===== src/rtl/seq_mult_pkg.sv =====
// Shared types and helpers for the sequential shift-add multiplier.
// Optional feature macro: SEQ_MULT_EARLY_TERM_EN (used in seq_multiplier.sv).
package seq_mult_pkg;

    // Widest value the helpers operate on; products up to 64 bits (N <= 32).
    localparam int MAX_W = 64;

    typedef enum logic [1:0] {
        IDLE = 2'd0,
        RUN  = 2'd1,
        DONE = 2'd2
    } state_t;

    // Iteration counter width: clog2(N/K), at least one bit.
    function automatic int cnt_width(input int n, input int k);
        int c;
        c = $clog2(n / k);
        return (c < 1) ? 1 : c;
    endfunction

    // Mask keeping the low w bits of a MAX_W-bit value.
    function automatic logic [MAX_W-1:0] width_mask(input int w);
        if (w >= MAX_W) begin
            return '1;
        end
        return (MAX_W'(1) << w) - MAX_W'(1);
    endfunction

    // Magnitude of a w-bit operand; two's-complement when sgn is set.
    // The most negative value maps to 2^(w-1), which still fits in w bits.
    function automatic logic [MAX_W-1:0] abs_mag(input logic [MAX_W-1:0] x,
                                                 input int w,
                                                 input logic sgn);
        if (sgn && x[w-1]) begin
            return (~x + MAX_W'(1)) & width_mask(w);
        end
        return x & width_mask(w);
    endfunction

    // Two's-complement negation of a w-bit value, modulo 2^w.
    function automatic logic [MAX_W-1:0] negate(input logic [MAX_W-1:0] x,
                                                input int w);
        return (~x + MAX_W'(1)) & width_mask(w);
    endfunction

endpackage


===== src/rtl/seq_mult_step.sv =====
// One shift-add iteration: adds mcand times a K-bit multiplier chunk
// into the running accumulator, modulo 2^(2N).
module seq_mult_step
    import seq_mult_pkg::*;
#(
    parameter int N = 8,
    parameter int K = 1
) (
    input  logic [2*N-1:0] acc,
    input  logic [2*N-1:0] mcand,
    input  logic [K-1:0]   chunk,
    output logic [2*N-1:0] sum
);

    // Partial product of this chunk added to the accumulator.
    always_comb begin
        sum = acc + mcand * (2*N)'(chunk);
    end

endmodule


===== src/rtl/seq_multiplier.sv =====
// Sequential shift-add multiplier retiring K multiplier bits per clock,
// signed or unsigned per transaction, valid/ready on both sides.
// Handshake: a transfer happens on a rising edge where valid and ready are
// both high; in_ready is high only in IDLE, out_valid only in DONE, and the
// product is held stable until the out_valid&out_ready edge.
// Optional macro SEQ_MULT_EARLY_TERM_EN: finish as soon as the remaining
// multiplier bits are all zero.
module seq_multiplier
    import seq_mult_pkg::*;
#(
    parameter int N = 8,
    parameter int K = 1
) (
    input  logic           clk,
    input  logic           rst_n,
    input  logic           in_valid,
    output logic           in_ready,
    input  logic [N-1:0]   a,
    input  logic [N-1:0]   b,
    input  logic           is_signed,
    output logic           out_valid,
    input  logic           out_ready,
    output logic [2*N-1:0] product,
    output logic           busy
);

    localparam int            STEPS = N / K;
    localparam int            CW    = cnt_width(N, K);
    localparam logic [CW-1:0] LAST  = CW'(STEPS - 1);

    if (N < 2 || 2 * N > MAX_W) begin : g_bad_n
        $error("seq_multiplier: N must be in 2..32");
    end
    if (K < 1 || (N % K) != 0) begin : g_bad_k
        $error("seq_multiplier: K must be positive and divide N");
    end

    state_t         state;
    logic [2*N-1:0] mcand;
    logic [2*N-1:0] acc;
    logic [N-1:0]   mplier;
    logic           neg;
    logic [CW-1:0]  cnt;
    logic [2*N-1:0] acc_next;
    logic           last_step;

    seq_mult_step #(
        .N(N),
        .K(K)
    ) u_step (
        .acc  (acc),
        .mcand(mcand),
        .chunk(mplier[K-1:0]),
        .sum  (acc_next)
    );

`ifdef SEQ_MULT_EARLY_TERM_EN
    // Stop after the final iteration or once no multiplier bits remain.
    always_comb begin
        last_step = (cnt == LAST) || ((mplier >> K) == '0);
    end
`else
    // Stop after the fixed number of iterations.
    always_comb begin
        last_step = (cnt == LAST);
    end
`endif

    // Control FSM and datapath registers; all outputs are registered.
    always_ff @(posedge clk or negedge rst_n) begin
        if (!rst_n) begin
            state     <= IDLE;
            in_ready  <= 1'b1;
            out_valid <= 1'b0;
            busy      <= 1'b0;
            product   <= '0;
            mcand     <= '0;
            mplier    <= '0;
            acc       <= '0;
            cnt       <= '0;
            neg       <= 1'b0;
        end else begin
            case (state)
                IDLE: begin
                    if (in_valid && in_ready) begin
                        mcand    <= (2*N)'(abs_mag(MAX_W'(a), N, is_signed));
                        mplier   <= N'(abs_mag(MAX_W'(b), N, is_signed));
                        neg      <= is_signed & (a[N-1] ^ b[N-1]);
                        acc      <= '0;
                        cnt      <= '0;
                        in_ready <= 1'b0;
                        busy     <= 1'b1;
                        state    <= RUN;
                    end
                end
                RUN: begin
                    acc    <= acc_next;
                    mcand  <= mcand << K;
                    mplier <= mplier >> K;
                    cnt    <= cnt + CW'(1);
                    if (last_step) begin
                        product   <= (2*N)'(neg ? negate(MAX_W'(acc_next), 2 * N)
                                                : MAX_W'(acc_next));
                        out_valid <= 1'b1;
                        state     <= DONE;
                    end
                end
                DONE: begin
                    if (out_ready) begin
                        out_valid <= 1'b0;
                        busy      <= 1'b0;
                        in_ready  <= 1'b1;
                        state     <= IDLE;
                    end
                end
                default: begin
                    state <= IDLE;
                end
            endcase
        end
    end

endmodule


===== config.mk =====
export PLATFORM = sky130hd
export DESIGN_NAME = seq_multiplier
export DESIGN_NICKNAME = d
export VERILOG_FILES = /design/src/rtl/seq_mult_pkg.sv /design/src/rtl/seq_mult_step.sv /design/src/rtl/seq_multiplier.sv
export SDC_FILE = /design/constraint.sdc
export NUM_CORES = 1
export LEC_CHECK = 0
export ABC_AREA = 1
export CAP_MARGIN = 20
export CORE_UTILIZATION = 50
export DETAILED_ROUTE_END_ITERATION = 10
export PLACE_DENSITY = 0.74
export SLEW_MARGIN = 20
export SYNTH_ARGS = -nofsm -noshare
export SYNTH_HDL_FRONTEND = slang
export SYNTH_HIERARCHICAL = 1
export SYNTH_SLANG_ARGS = --single-unit
export TNS_END_PERCENT = 10

===== constraint.sdc =====
create_clock -name clk -period 2.4 [get_ports clk]
set_input_delay 0.72 -clock clk [delete_from_list [all_inputs] [get_ports clk]]
set_output_delay 0.72 -clock clk [all_outputs]
set_load 0.005 [all_outputs]

Yosys cells after proc, flatten, opt, wreduce, memory -nomap -nowiden
Cells that the tools add are included.
{"block": "totals", "romBits": 0, "word_cells": 71, "out_inout_bits": 19, "ram_bits": 0, "inputBits": 21, "memories": 0, "latch_bits": 0, "register_bits": 65}
{"block": "classes", "n_mux": 31, "n_lt_le_gt_ge": 0, "bitwise": 5, "div": 0, "addsub": 5, "shift": 0, "mul": 1, "reduce_logical": 13, "n_eq_ne": 6}
{"operator": "16-bit two-way mux", "count": 5}
{"operator": "16-bit case mux with 2 select lines", "count": 2}
{"operator": "8-bit two-way mux", "count": 3}
{"operator": "16-bit by 1-bit adder with 16-bit output (second input constant)", "count": 1}
{"operator": "16-bit adder", "count": 1}
{"operator": "8-bit by 1-bit adder with 8-bit output (second input constant)", "count": 2}
{"operator": "16-bit by 1-bit multiplier with 16-bit output", "count": 1}
{"operator": "16-bit inverter", "count": 1}
{"operator": "8-bit inverter", "count": 2}
{"operator": "8-bit case mux with 2 select lines", "count": 1}
{"operator": "1-bit two-way mux", "count": 11}
{"operator": "3-bit AND reduction", "count": 3}
{"operator": "2-bit two-way mux", "count": 3}
{"operator": "2-bit != test (second input constant)", "count": 3}
{"operator": "1-bit case mux with 2 select lines", "count": 3}
{"operator": "2-bit case mux with 3 select lines", "count": 1}
{"operator": "3-bit case mux with 2 select lines", "count": 1}
{"operator": "2-bit AND reduction", "count": 3}
{"operator": "2-bit nonzero test", "count": 3}
{"operator": "3-bit by 1-bit adder with 3-bit output (second input constant)", "count": 1}
{"operator": "3-bit equality test (second input constant)", "count": 1}
{"operator": "1-bit logical AND", "count": 3}
{"operator": "3-bit two-way mux", "count": 1}
{"operator": "2-bit by 1-bit equality test with 1-bit output (second input constant)", "count": 1}
{"operator": "4 further kinds", "count": 4}

Logic depth before layout (Yosys ltp)
Gate-level depths: netlist (run 1).
{"block": "depth", "word_depth": 7, "depth_mapped": 21, "depth_no_buf": 19}

Hierarchy
Netlist (run 1), hierarchy kept.
{"mod": "seq_multiplier", "seq_area_each_um2": 1627.8, "area_per_inst_um2": 3206.8, "cells_each": 383, "instances": 1}
{"mod": "seq_mult_step", "seq_area_each_um2": 0.0, "area_per_inst_um2": 1033.5, "cells_each": 209, "instances": 1}

Worst setup path after synthesis (run 1)
OpenSTA, ideal clock, no wires.
{"block": "synth_timing", "path_kind": "register to register", "start": "reg mplier[0]", "end": "reg product[15]", "arrival_ps": 2384, "n_path_buf": 1, "setup_slack_ps": -101, "synth_period_minus_slack_ps": 2501, "path_stages_with_launch": 20, "required_time_ps": 2283, "setup_ps": 117, "path_cell_list": "dfrtp_1 -> clkbuf_2 -> nand2_1 -> inv_1 -> ha_1 -> fa_1 -> nand2_1 -> nand2_1 -> and2_4 -> nand2_1 -> nand2_1 -> xor2_1 -> inv_1 -> nand2_1 -> nor3_1 -> nand3_1 -> nand2_1 -> nand2_1 -> nand3_1 -> nand2_1"}
{"block": "synth_between", "elab_chain_cells": 5}
{"element": "start, declared", "line": "seq_multiplier.sv:41", "text": "logic [N-1:0] mplier;"}
{"element": "start signal, assigned", "line": "seq_multiplier.sv:87", "text": "mplier <= N'(abs_mag(MAX_W'(b), N, is_signed));"}
{"element": "start signal, assigned", "line": "seq_multiplier.sv:99", "text": "mplier <= mplier >> K;"}
{"element": "16-bit by 1-bit multiplier with 16-bit output", "line": "seq_mult_step.sv:17", "text": "sum = acc + mcand * (2*N)'(chunk);"}
{"element": "16-bit adder", "line": "seq_mult_step.sv:17"}
{"element": "via acc_next[8]", "line": "seq_multiplier.sv:44", "text": "logic [2*N-1:0] acc_next;"}
{"element": "16-bit inverter", "line": "seq_mult_pkg.sv:43", "text": "return (~x + MAX_W'(1)) & width_mask(w);"}
{"element": "16-bit by 1-bit adder with 16-bit output", "line": "seq_mult_pkg.sv:43"}
{"element": "16-bit two-way mux", "line": "seq_multiplier.sv:102", "text": "product <= (2*N)'(neg ? negate(MAX_W'(acc_next), 2 * N)"}
{"element": "end signal, assigned", "line": "seq_multiplier.sv:102"}
{"element": "end, declared", "line": "seq_multiplier.sv:23", "text": "output logic [2*N-1:0] product,"}
The timed path passes the listed nets, and every way through them passes these cells.
A chain may end at the register's enable or synchronous reset.

Worst setup path in the final report (run 1)
{"block": "layout_timing", "start": "reg mplier[0]", "end": "reg product[10]"}
Same word-level chain as after synthesis.

==> flow_metrics.py, run 1 <==
metrics = {
    "timing": {
        "grt_setup_unrepaired": "yes",
        "whs_ps": 273,
        "timing_hold_violations_final": 0,
        "timing.fmax_mhz": 401,
        "setup_viol": 9,
        "drv_slew": 0,
        "finalCritPeriodShare_pct": 104,
        "fin_crit_ps": 2500,
        "relSlewSlack_pct": 61.0,
        "worstMarginPinSlew_ps": 586,
        "finClkSkew_ps": 21.8,
        "worst_slack_ps": -95.7,
    },
    "clock_network": {
        "h-tree-depth": 3,
        "hold_buffers": 0,
        "cts_buffers": 9,
        "clk_pin_slew_worst_paths_ps": 90,
        "clkLatencyLatePin_ps": 350,
        "cts_buffer_depth": 2,
        "cts_root_buf": "clkbuf_8",
        "cts_tree": "built",
        "cts.sinks": 65,
    },
    "global_routing": {
        "grt_pass1_wl_mm": 18.3,
        "grt_usage_pct": 27.3,
        "grt_pass1_vias": 3914,
        "overflow": 0,
        "antenna_found_initial": 0,
        "grt_max_degree": 36,
    },
    "logic_synthesis": {
        "ys_warn_count": 6,
        "synth_top_area_cell": "dfrtp_1",
        "synth.top_cells.by_count": "195 x nand2_1, 99 x inv_1, 64 x dfrtp_1",
        "syn_inst": 592,
        "syn_avg_cell_area_sq_um": 7.16,
        "yosysTopAreaCellShare_pct": 37.8,
        "synth_edf_count": 0,
        "ys_top_cells_by_area": "dfrtp_1 38%, nand2_1 17%, inv_1 8.8%, ha_1 5.9%, nand3_1 4.8%",
        "syn_nets": 634,
        "yosys.cell_types.count": 41,
        "synth-seq-cells": 65,
        "synth-async-reset-ratio_pct": 100,
        "ys.flop_type": "dfrtp_1",
        "ys_seq_area_share_pct": 38.4,
        "syn_area_sq_um": 4240,
        "synthMostInstantiatedCell": "nand2_1",
    },
    "setup_path": {
        "path_cells": "nand2_2, inv_2, ha_4, fa_2, nand2_2, nand2_2, and2_4, xor2_4, nor2_1, nand3_1, o21bai_1, buf_4, nand2_1, nand2_1, nand3_2, nand2_2",
        "crit_top_cell": "nand2_2",
        "r2r-end": "product[10]",
        "critPathMaxFanout": 5,
        "critical-path-slowest-cell": "dfrtp_2",
        "critPathArrivalTime_ps": 2790,
        "regToRegSetupSlack_ps": -100,
        "reg2reg_from": "mplier[0]",
        "cp-start-kind": "flop",
        "crit_required_ps": 2690,
        "critical_path_class": "reg -> reg",
        "reg2reg_depth": 16,
        "endpoint_kind": "flop",
        "slowest_delay_ps": 450,
    },
    "floorplanning": {
        "die-area_sq_um": 8850,
        "row_count": 33,
        "initial_core_util_pct": 51.6,
        "core_sq_um": 8220,
        "die_h_um": 94.1,
        "ioPinCount": 40,
        "die_w_um": 94.1,
    },
    "hold_path": {
        "hold_path_class": "in -> async",
    },
    "finish": {
        "syn2layout_area_growth_pct": 30.2,
        "n_fill_cell": 677,
        "final_cells": 780,
        "num_antenna_cells": 0,
        "fin_area_sq_um": 5520,
        "drive_above_1_share_pct": 20.9,
        "final_nets": 712,
    },
    "detailed_routing": {
        "postRouteAntennaNets": 0,
        "drt_pass1_iterations": 7,
        "wire_per_inst_um": 14.9,
        "drt_iter0_drc": 359,
        "drc": 0,
        "wl_mm": 11.6,
        "vias": 4182,
        "vias_per_cell": 5.36,
    },
    "placement": {
        "numPortBuffers": 39,
        "post-dp-hpwl_mm": 8.31,
        "place_inst": 760,
        "place_area_sq_um": 4980,
        "gp_congestion": 0.948,
    },
    "job": {
        "max_cap_viol_count": 0,
    },
    "power_and_ir_drop": {
        "p_leak_nw": 2.84,
        "power_density_nw_per_um2": 1190,
        "peakVddDrop_mv": 0.774,
    },
    "outcome": {
        "violations": "setup timing",
        "outcome": "complete, but fails checks",
    },
}
[cell usage in the layout (no fill, tap or decap), types with 12 or more instances in the layout]
cell / count
nand2_1: 172
inv_1: 90
dfrtp_1: 63
buf_4: 39
clkdlybuf4s50_1: 38
nand3_1: 37
o21ai_0: 35
nand2_2: 25
nor2_1: 17
inv_2: 12
[how the worst max path moves through the flow]
stage,startpoint,endpoint,slack [ps],cells past startpoint
final,mplier[0],product[10],-100,16
after global routing,mplier[0],product[15],-250,20
after CTS,mplier[0],product[15],-90,19
after detailed placement,mplier[0],product[15],-260,16
after global placement,mplier[0],product[13],-200,16
after floorplan,mplier[0],product[7],20,16
[per-layer routing]
layer,vias to the layer above,wire (um),global-route usage [%]
met5,-,0,0
met4,0,310,9.36
met3,33,721,5.10
met2,179,5630,45.3
met1,1939,4970,35.5
li1,2031,-,-
[area by class of cell]
cell class / instances / area, sq um / share of cell area, %
clock buffers: 9 / 124 / 2.24
multi-input cells: 410 / 2460 / 44.5
flip-flops and latches: 65 / 1630 / 29.5
inverters: 103 / 387 / 7.00
clock inverters: 7 / 71.3 / 1.29
repair buffers: 81 / 721 / 13.1
well taps: 105 / 131 / 2.38
[timing repair]
item | CTS | global route
pin swaps | 8 | 20
gates resized for setup | 25 | 48
setup buffers | 1 | 2
setup endpoints to repair | 11 | 14
gates cloned | 0 | 1
[metrics by stage]
step	power [W]	TNS, ps	setup WS, ps	utilization, %
2_1_floorplan	0.00380	0	21.5	-
3_3_place_gp	0.00505	-1340	-204	60.6
3_5_place_dp	0.00512	-1530	-256	60.6
4_1_cts	0.00626	-357	-86.9	64.5
5_1_grt	0.00709	-1960	-248	67.2
6_report	0.00657	-540	-95.7	67.2
[power breakdown]
part / switching [W] / leakage (nW) / internal [W]
sequential: 0.000354 / 0.846 / 0.00153
combinational: 0.00206 / 1.89 / 0.00168
clock: 0.000469 / 0.103 / 0.000480
[state kept, by name (all words and copies together), names as in the netlist]
name	cells
acc	16
mplier	8
out_valid	1
neg	1
mcand	16
product	16
in_ready	1
cnt	3
busy	1
state	2
[cell families after synthesis]
group	Yosys count	share of synthesized area (%)
fa+ha+maj	21	6.37
simple gates	286	29.1
flops	65	38.4
xor+xnor	17	3.51
buf+inv	117	11.0
compound gates	86	11.7
[critical path, delay by kind of cell (launching register included)]
| kind | cells | cell delay [ps] |
|---|---|---|
| flip-flops | 1 | 450 |
| AO/OA/AOI/OAI | 1 | 220 |
| XOR/XNOR | 1 | 160 |
| AND/OR/NAND/NOR | 10 | 890 |
| buffers and inverters | 2 | 210 |
| adder cells (fa/ha/maj) | 2 | 520 |
(Power assumes the default switching activity.)
==> run 2: changes to the inputs <==
- CORE_MARGIN: not set -> 2
- HOLD_SLACK_MARGIN: not set -> 0.03
- SKIP_LAST_GASP: not set -> 1
==> flow_metrics.py, run 2 (synthesis gave the netlist of run 1 again) <==
metrics = {
    "finish": {
        "seq_area_sq_um": 1630,
        "final_cells": 787,
        "mostFrequentLayoutCells": "176 x nand2_1, 90 x inv_1, 63 x dfrtp_1, 43 x buf_4, 38 x clkdlybuf4s50_1",
        "multi_input_area_sq_um": 2440,
        "utilization_pct": 68.3,
        "drive_above_1_share_pct": 21.4,
        "reg.largest.list": "acc x16, mcand x16, product x16",
        "final_common_cell": "nand2_1",
        "n_fill_cell": 678,
        "num_antenna_cells": 0,
        "final_nets": 719,
        "syn2layout_area_growth_pct": 32.3,
    },
    "detailed_routing": {
        "vias": 4126,
        "vias_per_cell": 5.24,
        "drc": 0,
        "wire_per_inst_um": 14.8,
        "postRouteAntennaNets": 0,
        "drt_pass1_iterations": 6,
        "drt_iter0_drc": 204,
        "wl_mm": 11.6,
    },
    "global_routing": {
        "grt_max_degree": 66,
        "grt_usage_pct": 26.7,
        "overflow": 0,
        "antenna_found_initial": 0,
        "grt_pass1_wl_mm": 18.7,
        "grt_pass1_vias": 4003,
    },
    "clock_network": {
        "h-tree-depth": 3,
        "cts_buffers": 9,
        "cts.sinks": 65,
        "clk_pin_slew_worst_paths_ps": 80,
        "hold_buffers": 0,
        "cts_buffer_depth": 2,
        "clkLatencyLatePin_ps": 350,
        "cts_tree": "built",
        "cts_root_buf": "clkbuf_8",
    },
    "timing": {
        "timing.fmax_mhz": 384,
        "finClkSkew_ps": 11.4,
        "worstMarginPinSlew_ps": 612,
        "setup_viol": 12,
        "relSlewSlack_pct": 59.1,
        "finalCritPeriodShare_pct": 108,
        "drv_slew": 0,
        "grt_setup_unrepaired": "yes",
        "whs_ps": 356,
        "timing_hold_violations_final": 0,
        "fin_crit_ps": 2600,
        "worst_slack_ps": -204,
    },
    "placement": {
        "place_ws_ps": -294,
        "place_inst": 761,
        "gp_congestion": 1.02,
        "post-dp-hpwl_mm": 8.15,
        "numPortBuffers": 39,
    },
    "power_and_ir_drop": {
        "finalPower_w": 0.00686,
        "peakVddDrop_mv": 0.813,
        "power_density_nw_per_um2": 1220,
        "p_leak_nw": 2.89,
    },
    "setup_path": {
        "regToRegSetupSlack_ps": -200,
        "critPathArrivalTime_ps": 2850,
        "critical_path_class": "reg -> reg",
        "crit_required_ps": 2650,
        "endpoint_kind": "flop",
        "reg2reg_from": "mplier[0]",
        "critPathMaxFanout": 5,
        "cp-start-kind": "flop",
        "reg2reg_depth": 17,
        "r2r-end": "product[12]",
    },
    "outcome": {
        "violations": "setup timing",
        "outcome": "complete, but fails checks",
    },
    "floorplanning": {
        "row_count": 33,
        "die_h_um": 96.1,
        "die-area_sq_um": 9230,
        "ioPinCount": 40,
        "core_sq_um": 8220,
        "die_w_um": 96.1,
        "initial_core_util_pct": 51.6,
    },
    "job": {
        "max_cap_viol_count": 0,
    },
    "hold_path": {
        "hold_path_class": "in -> async",
    },
}
-- run 2: worst max-delay path by stage --
stage                   to  startpoint  slack, ps  cells past startpoint
2_1_floorplan   product[7]   mplier[0]         20                     16
3_3_place_gp   product[10]   mplier[0]       -230                     17
3_5_place_dp   product[10]   mplier[0]       -290                     17
4_1_cts        product[13]   mplier[0]       -140                     18
5_1_grt        product[12]   mplier[0]       -310                     18
6_report       product[12]   mplier[0]       -200                     17
-- run 2: where the power goes --
| part | internal (W) | switching (W) | leakage (nW) |
|---|---|---|---|
| logic | 0.00177 | 0.00215 | 1.93 |
| clock network | 0.000617 | 0.000459 | 0.113 |
| registers | 0.00153 | 0.000346 | 0.846 |
| total | 0.00391 | 0.00295 | 2.89 |
-- run 2: critical path, stage by stage (launching register included) --
cell and delay, ps:
dfrtp_2 460, buf_6 130, nand2_1 50, inv_1 60, ha_4 220, or2_4 260, buf_4 140, nand3_2 80
nand2_4 70, buf_12 130, xor2_4 180, inv_2 90, nand2_2 80, o21bai_2 160, buf_4 150, nand4_1 80
nand3_1 90, nand2_1 50
-- run 2: per-stage QoR --
| stage | cell area, sq um | setup TNS (ps) |
|---|---|---|
| 6_report | 5610 | -1410 |
| 3_3_place_gp | 4990 | -1390 |
| 3_5_place_dp | 4990 | -2030 |
| 5_1_grt | 5610 | -3330 |
| 4_1_cts | 5370 | -1100 |
| 2_1_floorplan | 4250 | 0 |
-- run 2: routing by layer --
metal	track usage, %	part of all wire (%)	vias up
met5	0	0	-
met4	10.1	2.3	0
met3	5.56	5.9	24
met2	43.4	47	124
met1	34.9	45	1932
li1	-	-	2046
-- run 2: timing repair --
action | CTS | global route
setup endpoints to repair | 11 | 18
setup buffers | 3 | 8
pin swaps | 10 | 23
gates resized for setup | 24 | 49
-- run 2: layout make-up --
type | count | area share, %
timing repair buffer | 88 | 14.1
multi-input combinational | 410 | 43.5
tap | 105 | 2.34
inverter | 103 | 6.89
clock inverter | 6 | 1.61
clock buffer | 10 | 2.45
sequential | 65 | 29.0
==> run 3: changes to the inputs <==
- MAX_ROUTING_LAYER: not set -> met4
==> flow_metrics.py, run 3 (synthesis gave the netlist of run 1 again) <==
metrics = {
    "outcome": {
        "outcome": "complete, but fails checks",
        "violations": "setup timing",
    },
    "power_and_ir_drop": {
        "peakVddDrop_mv": 0.970,
        "p_leak_nw": 2.86,
        "power_density_nw_per_um2": 1210,
        "finalPower_w": 0.00677,
    },
    "setup_path": {
        "endpoint_kind": "flop",
        "crit_top_cell": "nand2_1",
        "critPathArrivalTime_ps": 2790,
        "cp-start-kind": "flop",
        "critPathMaxFanout": 5,
        "crit_family": "simple AND/OR/NAND/NOR gates",
        "crit_required_ps": 2640,
        "crit_buf_inv": 5,
        "critical_path_class": "reg -> reg",
        "slowest_delay_ps": 450,
        "critical-path-slowest-cell": "dfrtp_2",
        "path_cells": "buf_6, nand2_1, inv_2, ha_4, or2_4, buf_6, nand3_4, nand2_4, buf_12, xor2_4, buf_6, nor3_4, nand3_2, nand2_1, nand2_1, nand3_1, nand2_1",
    },
    "detailed_routing": {
        "drt_pass1_iterations": 7,
        "wl_mm": 11.6,
        "postRouteAntennaNets": 0,
        "drt_iter0_drc": 220,
        "drc": 0,
        "vias": 4129,
        "vias_per_cell": 5.26,
        "wire_per_inst_um": 14.8,
    },
    "job": {
        "max_cap_viol_count": 0,
    },
    "finish": {
        "reg.largest.list": "acc x16, mcand x16, product x16",
        "final_cells": 785,
        "seq_area_sq_um": 1630,
        "n_fill_cell": 684,
        "final_nets": 717,
        "final_common_cell": "nand2_1",
        "syn2layout_area_growth_pct": 31.7,
        "drive_above_1_share_pct": 21.2,
        "multi_input_area_sq_um": 2440,
        "mostFrequentLayoutCells": "174 x nand2_1, 90 x inv_1, 63 x dfrtp_1, 40 x buf_4, 38 x clkdlybuf4s50_1",
        "num_antenna_cells": 0,
    },
    "timing": {
        "worstMarginPinSlew_ps": 600,
        "setup_viol": 11,
        "relSlewSlack_pct": 60.0,
        "finClkSkew_ps": 8.14,
        "fin_crit_ps": 2550,
        "timing.fmax_mhz": 392,
        "finalCritPeriodShare_pct": 106,
        "worst_slack_ps": -153,
        "drv_slew": 0,
        "timing_hold_violations_final": 0,
        "grt_setup_unrepaired": "yes",
    },
    "placement": {
        "gp_congestion": 0.956,
        "post-dp-hpwl_mm": 8.18,
        "place_inst": 761,
        "numPortBuffers": 39,
    },
    "floorplanning": {
        "ioPinCount": 40,
        "row_count": 33,
        "die-area_sq_um": 9230,
        "core_sq_um": 8220,
        "die_h_um": 96.1,
        "die_w_um": 96.1,
        "initial_core_util_pct": 51.6,
    },
    "global_routing": {
        "antenna_found_initial": 0,
        "overflow": 0,
        "grt_pass1_wl_mm": 18.8,
        "grt_max_degree": 66,
        "grt_pass1_vias": 3954,
        "grt_usage_pct": 27.6,
    },
    "clock_network": {
        "cts_root_buf": "clkbuf_8",
        "h-tree-depth": 3,
        "hold_buffers": 0,
        "cts_buffer_depth": 2,
        "cts_tree": "built",
        "clkLatencyLatePin_ps": 350,
        "cts_buffers": 9,
        "cts.sinks": 65,
        "clk_pin_slew_worst_paths_ps": 80,
    },
    "hold_path": {
        "hold_path_class": "in -> async",
    },
}
[run 3: final timing paths]
path	start	end	slack, ps	cells past startpoint
min in group clk	product[12]	product[12]	480	2
setup reg to reg	mplier[0]	product[13]	-150	17
setup / recovery	mplier[0]	product[13]	-150	17
hold reg to reg	product[12]	product[12]	480	2
max in group asynchronous	rst_n	in_ready	1680	2
hold / removal	rst_n	mplier[2]	370	2
[run 3: layout make-up]
cell class / count / area share [%]
clock inverters: 6 / 1.66
multi-input cells: 410 / 43.7
well taps: 105 / 2.35
repair buffers: 86 / 13.9
inverters: 103 / 6.92
flip-flops and latches: 65 / 29.2
clock buffers: 10 / 2.28
[run 3: through the flow]
stage               area (sq um)  setup slack, ps  hold WS [ps]  utilization (%)  TNS, ps
global route                5590             -301           401             68.0    -2630
CTS                         5350            -95.5           394             65.2     -707
global placement            4990             -241           464             60.7    -1590
detailed placement          4990             -253           465             60.7    -1760
floorplan                   4250             21.5           424                -        0
finish                      5590             -153           370             68.0    -1100
[run 3: worst register-to-register path: stages, from the launching register on]
cell and delay, ps:
dfrtp_2 450, buf_6 130, nand2_1 60, inv_2 50, ha_4 210, or2_4 270, buf_6 120, nand3_4 80
nand2_4 70, buf_12 140, xor2_4 160, buf_6 130, nor3_4 240, nand3_2 110, nand2_1 70, nand2_1 60
nand3_1 60, nand2_1 50
[run 3: repair_timing]
item	in CTS	in global routing
resized for setup	25	46
hold endpoints to repair	0	0
cloned	0	1
setup endpoints to repair	11	17
pin swaps	14	15
buffers inserted	3	4
[run 3: per-layer routing]
metal  vias up  global-route usage, %  wire length (um)
met5         -                      -                 0
met4         0                   9.52               165
met3        15                   4.23               505
met2       121                   44.5              5660
met1      1948                   35.5              5280
li1       2045                      -                 -
[run 3: power breakdown]
group / switching (W) / leakage [nW] / total, W / internal, W
Combinational: 0.00211 / 1.91 / 0.00385 / 0.00174
Sequential: 0.000339 / 0.846 / 0.00187 / 0.00153
Clock: 0.000458 / 0.103 / 0.00105 / 0.000588
